File: src/rtl/decoder_3to8_seq.sv
// Sequential 3-to-8 one-hot decoder with programmable hold time and a one-entry pending buffer.
// Optional macro DECODER_PARITY_EN adds an even-parity check on incoming codes.
module decoder_3to8_seq #(
    parameter int HOLD_CYCLES = 4,
    parameter int CNT_W       = 8
) (
    input  logic       clk,
    input  logic       reset,
    input  logic       enable,
    input  logic [2:0] code_in,
    input  logic       code_valid,
`ifdef DECODER_PARITY_EN
    input  logic       code_par,
    output logic       par_err,
`endif
    output logic       code_ready,
    output logic [7:0] y,
    output logic       y_valid,
    output logic       done
);

    typedef enum logic {IDLE, HOLD} state_t;

    localparam logic [CNT_W-1:0] CNT_LOAD = CNT_W'(HOLD_CYCLES - 1);

    state_t           state_q;
    logic [CNT_W-1:0] cnt_q;
    logic [2:0]       code_q;
    logic [2:0]       pend_q;
    logic             pend_full_q;

    logic xfer;
    logic par_ok;
    logic accept;
    logic active;

`ifdef DECODER_PARITY_EN
    logic par_err_q;

    // Even parity: the XOR over {code_par, code_in} must be zero.
    assign par_ok = ~^{code_par, code_in};

    always_ff @(posedge clk) begin
        if (reset) par_err_q <= 1'b0;
        else       par_err_q <= xfer && !par_ok;
    end

    assign par_err = par_err_q;
`else
    assign par_ok = 1'b1;
`endif

    assign code_ready = enable && !reset && !pend_full_q;
    assign xfer       = code_valid && code_ready;
    assign accept     = xfer && par_ok;

    assign active  = enable && (state_q == HOLD);
    assign y       = active ? (8'b1 << code_q) : 8'h00;
    assign y_valid = active;
    assign done    = active && (cnt_q == '0);

    always_ff @(posedge clk) begin
        if (reset) begin
            state_q     <= IDLE;
            cnt_q       <= '0;
            pend_full_q <= 1'b0;
        end else if (enable) begin
            case (state_q)
                IDLE: begin
                    if (accept) begin
                        code_q  <= code_in;
                        cnt_q   <= CNT_LOAD;
                        state_q <= HOLD;
                    end
                end
                HOLD: begin
                    if (cnt_q != '0) begin
                        cnt_q <= cnt_q - CNT_W'(1);
                        if (accept) begin
                            pend_q      <= code_in;
                            pend_full_q <= 1'b1;
                        end
                    end else if (pend_full_q) begin
                        code_q      <= pend_q;
                        cnt_q       <= CNT_LOAD;
                        pend_full_q <= 1'b0;
                    end else if (accept) begin
                        // Bypass: a code arriving on the last hold cycle goes straight to y.
                        code_q <= code_in;
                        cnt_q  <= CNT_LOAD;
                    end else begin
                        state_q <= IDLE;
                    end
                end
                default: state_q <= IDLE;
            endcase
        end
    end

endmodule
File: config.mk
export PLATFORM = sky130hd
export DESIGN_NAME = decoder_3to8_seq
export DESIGN_NICKNAME = d
export VERILOG_FILES = /design/src/rtl/decoder_3to8_seq.sv
export SDC_FILE = /design/constraint.sdc
export NUM_CORES = 1
export LEC_CHECK = 0
export ABC_AREA = 1
export CAP_MARGIN = 30
export CORE_MARGIN = 10
export CORE_UTILIZATION = 55
export CTS_CLUSTER_SIZE = 24
export DETAILED_ROUTE_END_ITERATION = 8
export DONT_BUFFER_PORTS = 1
export GPL_TIMING_DRIVEN = 0
export PLACE_DENSITY = 0.69
export SYNTH_ARGS = -nofsm -noshare
export SYNTH_HDL_FRONTEND = slang
export SYNTH_SLANG_ARGS = --single-unit
File: constraint.sdc
create_clock -name clk -period 1.5 [get_ports clk]
set_input_delay 0.3 -clock clk [delete_from_list [all_inputs] [get_ports clk]]
set_output_delay 0.3 -clock clk [all_outputs]
set_load 0.1 [all_outputs]
**After elaboration in Yosys (flattened, before gate mapping)**

Index checks and enable logic that the tools add are counted.

- Add/subtract/negate cells: 1
- Equal/unequal tests: 2
- Shifts and indexed selects: 1
- Muxes and demuxes: 15
- Bitwise gates (word level): 2
- Reduce and logical (&&, ||, !) cells: 12

Operators by type and width:

| kind | count |
|---|---|
| 8-bit 2-to-1 mux | 4 |
| 8-bit one-hot mux with 2 select lines | 1 |
| 3-bit 2-to-1 mux | 3 |
| 8-bit zero test | 1 |
| 8-bit nonzero test | 1 |
| 1-bit by 3-bit left shift with 8-bit output, first input constant | 1 |
| 8-bit by 1-bit subtractor with 8-bit output, second input constant | 1 |
| 3-bit one-hot mux with 2 select lines | 1 |
| 3-bit AND reduction | 2 |
| 1-bit logical AND | 5 |
| 1-bit 2-to-1 mux | 5 |
| 5-bit AND reduction | 1 |
| 2-bit inequality test, second input constant | 2 |
| 1-bit zero test | 2 |
| 1-bit inverter | 2 |
| 1-bit one-hot mux with 2 select lines | 1 |

- Register bits: 16
- Bits of input ports: 7
- Output and inout port bits: 11
- Word-level logic and storage cells: 38

**Logic depth before layout (Yosys ltp)**

- Depth after elaboration: 8
- Mapped depth: 9
- Depth with buffers taken out: 9

**Worst setup path after synthesis**

OpenSTA, ideal clock, no wires.

- Kind: register to output
- Start point: register state_q
- End point: output y[4]
- Data arrival time: 2.698 ns
- Required time: 1.200 ns
- Slack: -1.498 ns
- Stages on the path, launching flop included: 5
- Path buffers: 0
- Path through: dfxtp_1 > nand2_1 > inv_1 > nand2_1 > nor2_1

- Longest elaborated chain between the ends: 2

RTL lines:

| item | RTL line | source |
|---|---|---|
| from (decl) | 26 | `state_t state_q;` |
| from (signal assigned) | 64 | `state_q <= IDLE;` |
| from (signal assigned) | 73 | `state_q <= HOLD;` |
| from (signal assigned) | 92 | `state_q <= IDLE;` |
| 1-bit logical AND | 57 | `assign active = enable && (state_q == HOLD);` |
| net y_valid | 18 | `output logic y_valid,` |
| 8-bit 2-to-1 mux | 58 | `assign y = active ? (8'b1 << code_q) : 8'h00;` |
| to (decl) | 17 | `output logic [7:0] y,` |

The timed path passes the listed nets, and every way through them passes these cells.

**Final worst setup path**

Ends and elaborated chain as after synthesis.

==> impl_metrics.env <==
export IMPL_worstPathRequired_ps=1200
export IMPL_r2r_setup_slack_ps=-30
export IMPL_report_final_slew_viol_count=0
export IMPL_timing_critical_path_slowest_cell_delay_ps=530
export IMPL_floorplan_core_area_mm2=0.00169
export IMPL_mappedNetlistNets=148
export IMPL_grt_antenna_before_repair=0
export IMPL_multi_input_area_um2=633
export IMPL_ratio_of_cells_with_drive_above_1_in_the_final_layout=0.364
export IMPL_timing_critical_path_arrival_ps=1840
export IMPL_hold_start="code_in[2]"
export IMPL_grt_pass1_wl_um=4060
export IMPL_floorplan_die_area_mm2=0.00382
export IMPL_worstMarginPinSlew_ps=656
export IMPL_max_slew_margin=0.562
export IMPL_clkTransAtPathRegs_ps=100
export IMPL_clk_insertion_delay_late_ps=280
export IMPL_crit_reg2reg_capture="cnt_q[6]"
export IMPL_ys_warnings_count=0
export IMPL_die_height_um=61.8
export IMPL_clock_tree_root_cell="clkbuf_4"
export IMPL_area_overhead_vs_synth_pct=32.2
export IMPL_io_buffer_count=0
export IMPL_min_delay_path_depth=0
export IMPL_inserted_diodes=0
export IMPL_final_hold_violation_count=0
export IMPL_timing_critical_path_mode_cell="nand2_4"
export IMPL_cp_cell_sequence="nand2_4 -> clkinvlp_4 -> nand2_4 -> nor2_4"
export IMPL_area_sequential_um2=392
export IMPL_overflow=0
export IMPL_detail_route_iter0_violations=32
export IMPL_depth_of_the_worst_register_to_register_path=6
export IMPL_worst_hold_path_type="input pin to flop"
export IMPL_cpMaxStageDelayCell="nor2_4"
export IMPL_p_leak_nw=0.519
export IMPL_cts_num_sinks=16
export IMPL_number_of_nets_in_the_layout=164
export IMPL_worstHoldEndpoint="pend_q[2]"
export IMPL_rr_startpoint="state_q"
export IMPL_endpoint_kind="primary output"
export IMPL_num_fill_cells=130
export IMPL_grt_pass1_vias=895
export IMPL_stdcell_area_mm2=0.00127
export IMPL_violations_in_the_final_reports="setup timing"
export IMPL_cts_path_max_buffers=2
export IMPL_fin_worst_hold_slack_ps=110
export IMPL_post_synthesis_instance_area_um2=960
export IMPL_floorplan_rows=15
export IMPL_finClkSkew_ps=2.85
export IMPL_sequential_cell_area_fraction_in_the_yosys_report=0.396
export IMPL_global_placer_s_final_weighted_congestion=0.873
export IMPL_dpl_cell_area_mm2=0.00110
export IMPL_clock_tree_from_tritoncts="built"
export IMPL_post_place_worst_slack_ps=-407
export IMPL_route_detailed_vias_per_inst=5.67
export IMPL_postSynthRegisterBits=16
export IMPL_post_synth_cell_area_avg_um2=6.90
export IMPL_p_per_area_mw_per_mm2=728
export IMPL_synthesis_instances=139
export IMPL_vias=969
export IMPL_vdd_ir_drop_max_mv=0.566
export IMPL_cts_made_buffers=3
export IMPL_max_cap_violations=0
export IMPL_grt_util_all_layers=0.140
export IMPL_outcome="finished, violations left"
export IMPL_place_detailed_hpwl_um=1720
export IMPL_remaining_antenna_violation_count_after_routing=0
export IMPL_type_of_the_worst_setup_path="flop to primary output"
export IMPL_detail_route_drc_violations=0
export IMPL_finalCoreUtilization=0.751
export IMPL_floorplan_initialDensity=0.568
export IMPL_detail_route_wl_per_cell_um=14.5
export IMPL_final_setup_tns_ps=-5170
export IMPL_post_route_min_period_ps=2140
export IMPL_grt_setup_unrepaired="yes"
export IMPL_post_synth_num_cell_types=22
export IMPL_grt_max_degree=11
export IMPL_drt_first_pass_iters=4
export IMPL_timing_final_ws_setup_ps=-636
export IMPL_ctsHtreeMaxLevel=1
export IMPL_max_freq_mhz=468
export IMPL_path_max_fanout=7
export IMPL_final_min_period_over_clock_period=1.42
export IMPL_report_final_setup_viol=12
export IMPL_critPathLaunchType="flop"
export IMPL_io_pins=18
export IMPL_die_width_um=61.8
export IMPL_wl_um=2480
==> kinds of logic after synthesis <==
kind of cell / share of synthesized area
flip-flops: 0.396
XOR/XNOR: 0.00913
buffers and inverters: 0.103
AO/OA/AOI/OAI: 0.134
AND/OR/NAND/NOR: 0.331
adder cells (fa/ha/maj): 0.0261
==> power by group <==
group	switching [W]	internal, W
Clock	0.000137	0.0000964
Sequential	0.00000891	0.000461
Combinational	0.000146	0.0000747
==> state kept, by name (all words and copies together) (netlist names) <==
register	cells
cnt_q	8
code_q	3
pend_full_q	1
pend_q	3
state_q	1
==> Yosys cell counts <==
cell type	number	area share
inv_1	20	0.078
nor3_1	2	0.010
nand2_1	35	0.14
nor2_1	20	0.078
buf_2	1	0.0052
dfxtp_1	10	0.21
o31ai_1	1	0.0078
xor2_1	1	0.0091
nand3_2	2	0.021
a21oi_1	12	0.063
ha_1	2	0.026
o21ai_1	1	0.0052
o21ai_0	7	0.037
edfxtp_1	6	0.19
a31oi_1	1	0.0065
nand4_1	2	0.013
nor2_4	2	0.023
o211ai_1	2	0.016
inv_2	2	0.0078
buf_6	1	0.012
or2_2	1	0.0065
nand3_1	8	0.042
==> cell type report <==
cell class                 instances  area share
buffer                             2      0.0148
clock buffer                       3      0.0178
clock inverter                     1     0.00296
inverter                          22      0.0720
multi-input combinational         99       0.499
sequential                        16       0.309
tap                               17      0.0168
timing repair buffer              11      0.0680
==> metrics by stage <==
step	total power (W)	std cells
3_5_place_dp	0.000655	156
4_1_cts	0.000912	168
2_1_floorplan	0.000628	139
5_1_grt	0.000975	171
6_report	0.000924	171
3_3_place_gp	0.000653	156
==> placed cells by master, fill, tap and decap left out, drive strengths merged <==
cell,instances
nor2,22
dfxtp,10
edfxtp,6
o31ai,1
or2,1
clkinv,1
o211ai,2
a31oi,1
clkinvlp,1
a21oi,12
nand3,10
buf,12
xor2,1
ha,2
nand2,35
nand4,2
o21ai,8
inv,21
clkbuf,4
nor3,2
==> critical path, delay by kind of cell, from the launching register on <==
kind                   cells  cell delay, ps
buffers and inverters      1             420
and+or+nand+nor            3             760
DFF                        1             370
==> how the worst max path moves through the flow <==
stage,from,to
after detailed placement,state_q,y[4]
final,state_q,y[4]
after floorplan,state_q,y[4]
after global routing,state_q,y[7]
after global placement,state_q,y[4]
after CTS,state_q,y[6]
==> what timing repair did <==
item,in CTS,in global routing
setup buffers,8,4
pin swaps,11,11
resized for setup,5,15
endpoints found under the setup margin,14,21
gates cloned,0,0
hold buffers,0,0
==> metal layers <==
metal	vias to the layer above	wire length (um)	track usage
met3	6	225	0.0467
met1	450	1080	0.161
met4	0	38	0.0446
met2	37	1130	0.239
met5	-	0	0
li1	476	-	-
Power figures use the tool's default switching activity.
==> edit 1: new RTL, same settings <==
The option `DECODER_PARITY_EN` is turned on by a define.
--- a/src/rtl/decoder_3to8_seq.sv
+++ b/src/rtl/decoder_3to8_seq.sv
@@ -2,2 +2,4 @@
 // Optional macro DECODER_PARITY_EN adds an even-parity check on incoming codes.
+`define DECODER_PARITY_EN
+
 module decoder_3to8_seq #(
Ports: changed (added code_par and par_err); port bits go from 18 to 20. The function was not compared with the original's and may differ.
==> edit 1 against the unedited design <==
- the flow still finishes with violations (setup timing)
- non-clock buffer count is 2 higher
- sequential cell count is 1 higher
- area after synthesis is 19% higher
- core utilization is 2.4 points higher
- power is 20% higher
- combinational power is 57% higher
- setup slack better by 0.011 ns
- cell area is 20% higher
- count of clock-buffer cells in the layout stayed put
- routed wire length is 23% higher
- largest power group unchanged
- highest routed layer unchanged
==> edit 1: results (changes against the unedited design) <==
Parameter                              Value

Cells and area
  Fraction of layout instances using a drive strength above 1    0.362 (-0.00147)
  Finished Core Util    0.775 (+0.0238)
  Filler cell count in the final layout    155 (+19%)
  Largest registers    cnt_q: 8 flops, code_q: 3 flops, pend_q: 3 flops
  Post-layout net count    196 (+20%)

Drt
  Average wire length per cell after detail routing    14.5 µm (-0.39%)
  Vias after detailed routing    1142 (+18%)
  Met1 wire length    1250 µm (+15%)
  Detailed route wirelength on metal2    1460 µm (+29%)
  Routed wire length    3070 µm (+23%)
  Routed length on met3    303 µm (+35%)
  DR iter-0 viols    76 (+140%)
  Max Used Layer    met4

Placed design
  Setup WS pre-CTS    -0.405 ns (+0.00218 ns)
  Total placed instance area    0.00129 mm² (+17%)
  Port Buffer Count    0 (unchanged)
  Estimated wirelength of the detail-placed design    2080 µm (+21%)
  Gpl congestion    0.804 (-7.9%)

STA
  Aggregate negative setup slack    -5.37 ns (-0.200 ns)
  Finish-stage setup viols    15 (+3)
  Final WS setup    -0.625 ns (+0.0113 ns)
  Max Clock Skew    0.00816 ns (+0.00531 ns)
  Transition time at the pin with the least slew margin    0.657 ns (+0.00117 ns)

Flow run
  Count of max-cap constraint violations    0 (unchanged)

Synth
  Adder-cell share of the synthesized area    0.0219 (-0.00422)
  Distinct cell type count after synthesis    27 (+23%)
  Dominant cells by area after synthesis    dfxtp_1 19%, nand2_1 19%, edfxtp_1 16%
  Per-instance average area after synthesis    6.77 µm² (-1.9%)
  Net Count, Synth    179 (+21%)
  Most common library cells after synthesis    57 x nand2_1, 22 x inv_1, 21 x nor2_1
  Post-Synth XOR/XNOR Area    0.0230 (+0.0138)
  Share of the synthesized area in compound gates (AO/OA/AOI/OAI)    0.101 (-0.0337)
  Sequential fraction of the synthesis area    0.350 (-0.0466)

Pwr
  Sequential cell fraction of total power    0.464 (-0.045)
  Combinational-cell power consumption    0.347 mW (+57%)
  Power density cells    728 mW/mm² (about the same)
  VDD IR-drop max    458 µV (-19%)
  Switching fraction of total power    0.342 (+0.0261)
  Leakage Power    0.651 nW (+25%)

Global routing
  GR Util All Layers    0.140 (-0.000334)
  Wire length of the first global-routing pass    4890 µm (+20%)
  Grt met1 use    0.183 (+0.0225)
  Pin count of the biggest net entering global routing    11 (unchanged)
  Met3 layer usage reported by global route    0.0407 (-0.00607)
  Met2 track demand over resource in global routing    0.216 (-0.0225)

Critical path
  Critical Path Fanout Max    4 (-3)

Clock network
  CTS clk-pin slew, worst paths    0.11 ns
  Root Buffer    clkbuf_4
  Number of clock buffers inserted by TritonCTS    3 (unchanged)

Outcome
  Violated checks    setup timing
  Outcome    finished with violations
edit 1: changes by cell type after synthesis, sizes merged, moves of 2 or more:
cell   unedited run  this run
a21oi            12         8
a31oi             1         3
nand2            35        57
nand3            10        16
inv              22        25
o21ai             8         4
edit 1: final timing paths:
kind         slack (ns)  startpoint  cells past startpoint        to
max               -0.63     state_q                      4      y[6]
min                0.05       reset                      1  cnt_q[4]
max reg2reg       -0.09    cnt_q[4]                     12  cnt_q[1]
min reg2reg        0.50    cnt_q[3]                      2  cnt_q[3]
edit 1: cell type report:
cell class,instances,share of cell area
Inverter,25,0.0716
Clock buffer,3,0.0148
Buffer,3,0.0321
Sequential cell,17,0.274
Tap cell,27,0.0222
Multi-Input combinational cell,124,0.505
Timing Repair Buffer,12,0.0765
Clock inverter,1,0.00329
edit 1: what timing repair did:
action                                  in CTS  in global routing
hold buffers                                 0                  0
pin swaps                                    9                  8
endpoints found under the setup margin      19                 21
cloned                                       0                  0
buffers inserted                             6                  7
gates resized for setup                     12                 28
==> edit 2: new RTL, config.mk and constraints unchanged <==
Without the edit above. The parameter `CNT_W` goes from 8 to 10.
--- a/src/rtl/decoder_3to8_seq.sv
+++ b/src/rtl/decoder_3to8_seq.sv
@@ -4,3 +4,3 @@
     parameter int HOLD_CYCLES = 4,
-    parameter int CNT_W       = 8
+    parameter int CNT_W       = 10
 ) (
Formal check against the unedited RTL: same outputs for any inputs over 10 cycles, from zero or initial values and one cycle with reset high; that may be too few to reach the edited logic, so the function may still have changed.
==> edit 2 against the unedited design <==
- the run still ends with setup timing left
- area after synthesis up 14%
- combinational power up 69%
- clock power up 11%
- sequential cell count up 2
- setup slack better by 0.091 ns
- core utilization up 4.3 points
- routed wire length up 29%
- via count up 18%
- count of clock-buffer cells in the layout unchanged
- cell area up 20%
- non-clock buffer count up 7
- power up 26%
==> edit 2: results (changes against the unedited design) <==
Parameter                              Value

Critical path
  Reg2reg start    cnt_q[0]
  Endpoint of the worst setup timing path    done
  Worst reg-to-reg setup slack    -0.05 ns (-0.02 ns)
  Data arrival time of the critical path    1.75 ns (-0.09 ns)
  Critical Path Fanout Max    2 (-5)
  Worst Reg-to-Reg Cells    9 (+3)
  Endpoint of the lowest-slack register-to-register path    code_q[1]

Pwr
  Combinational Power Share    0.321 (+0.082)
  Total internal power    0.764 mW (+21%)
  Share of power burned in the clock network    0.221 (-0.031)
  VDD IR-drop max    743 µV (+31%)
  Leakage Power    0.655 nW (+26%)
  Power Clock    0.258 mW (+11%)

Cells and area
  Largest registers    cnt_q: 10 flops, code_q: 3 flops, pend_q: 3 flops
  Number of antenna repair diodes    0 (unchanged)
  Fraction of layout instances using a drive strength above 1    0.363 (-0.000999)
  Filler cell count in the final layout    136 (+4.6%)
  Post-layout net count    191 (+16%)

Global routing
  Via count of the first global-routing pass    988 (+10%)
  Wire length of the first global-routing pass    4780 µm (+18%)
  GR Util All Layers    0.144 (+0.00393)

Outcome
  Violated checks    setup timing
  Outcome    finished with violations

Synth
  Dominant cells by area after synthesis    dfxtp_1 22%, edfxtp_1 16%, nand2_1 15%
  Distinct cell type count after synthesis    26 (+18%)
  Most common library cells after synthesis    43 x nand2_1, 23 x nor2_1, 17 x inv_1
  Adder-cell share of the synthesized area    0.0115 (-0.0146)
  Sequential fraction of the synthesis area    0.385 (-0.0115)
  Net Count, Synth    167 (+13%)
  Share of the synthesized area in compound gates (AO/OA/AOI/OAI)    0.117 (-0.0175)
  Post-Synth XOR/XNOR Area    0.0321 (+0.0229)

Min path
  Type of the most critical hold path    in -> reg
  Count of cells along the worst hold path    0 (unchanged)

Drt
  Vias after detailed routing    1145 (+18%)
  DR iter-0 viols    87 (+170%)
  Routed wire length    3200 µm (+29%)

STA
  Max Clock Skew    0.00162 ns (-0.00124 ns)
  Finish-stage setup viols    13 (+1)
  Transition time at the pin with the least slew margin    0.986 ns (+0.330 ns)
  Post-route worst hold slack    0.0834 ns (-0.0267 ns)
  Final WS setup    -0.545 ns (+0.0909 ns)

Clock network
  Number of post-CTS setup repair buffers    13 (+5)
  PostCTS Resize Cnt    12 (+7)
  Clock latency of the later-clocked register in the worst-skew pair    0.30 ns (+0.02 ns)

Placed design
  Setup WS pre-CTS    -0.375 ns (+0.0322 ns)
  Gpl congestion    0.878 (+0.53%)
  Estimated wirelength of the detail-placed design    2040 µm (+18%)
==> edit 2: cell types whose count changed after synthesis, sizes merged, moves of 3 or more <==
cell / delta
nand3: +4
nand2: +11
nor2: +3
xor2: +3
==> edit 2: through the flow <==
stage	TNS, ns	cells	cell area (µm²)
detailed placement	-1.66	186	1270
global route	-4.25	209	1530
floorplan	-0.566	159	1240
CTS	-3.70	204	1460
finish	-3.53	209	1530
global placement	-1.47	186	1270
==> edit 2: critical path, stage by stage (launching register included) <==
cell,delay (ns)
dfxtp_2,0.35
inv_4,0.07
ha_4,0.15
nand2_4,0.05
nor2_4,0.12
nand3_4,0.09
buf_6,0.13
nor2_4,0.47
==> edit 2: how the worst min path moves through the flow <==
stage,start,to
floorplan,code_in[0],pend_q[0]
global placement,code_in[1],pend_q[1]
detailed placement,code_in[1],pend_q[1]
CTS,code_in[1],pend_q[1]
global route,code_in[0],pend_q[0]
finish,code_in[1],pend_q[1]
==> edit 2: metal layers <==
| metal | track usage | vias up | part of all wire |
|---|---|---|---|
| met2 | 0.219 | 44 | 0.49 |
| li1 | - | 562 | - |
| met5 | 0 | - | 0 |
| met3 | 0.0395 | 5 | 0.069 |
| met4 | 0.0481 | 0 | 0.018 |
| met1 | 0.191 | 534 | 0.43 |
==> edit 2: cell type report <==
class                   count  area, µm²  share of cell area
flip-flops and latches     18        428               0.280
repair buffers             18        139              0.0910
well taps                  27       33.8              0.0221
inverters                  21        110              0.0721
plain buffers               2       16.3              0.0107
multi-input cells         118        757               0.496
clock buffers               3       22.5              0.0148
clock inverters             1       3.75             0.00246
repair inverters            1       16.3              0.0107
==> edit 2: logic make-up after synthesis <==
group,Yosys count
flip-flops,18
AO/OA/AOI/OAI,23
adder cells (fa/ha/maj),1
buffers and inverters,23
AND/OR/NAND/NOR,90
XOR/XNOR,4
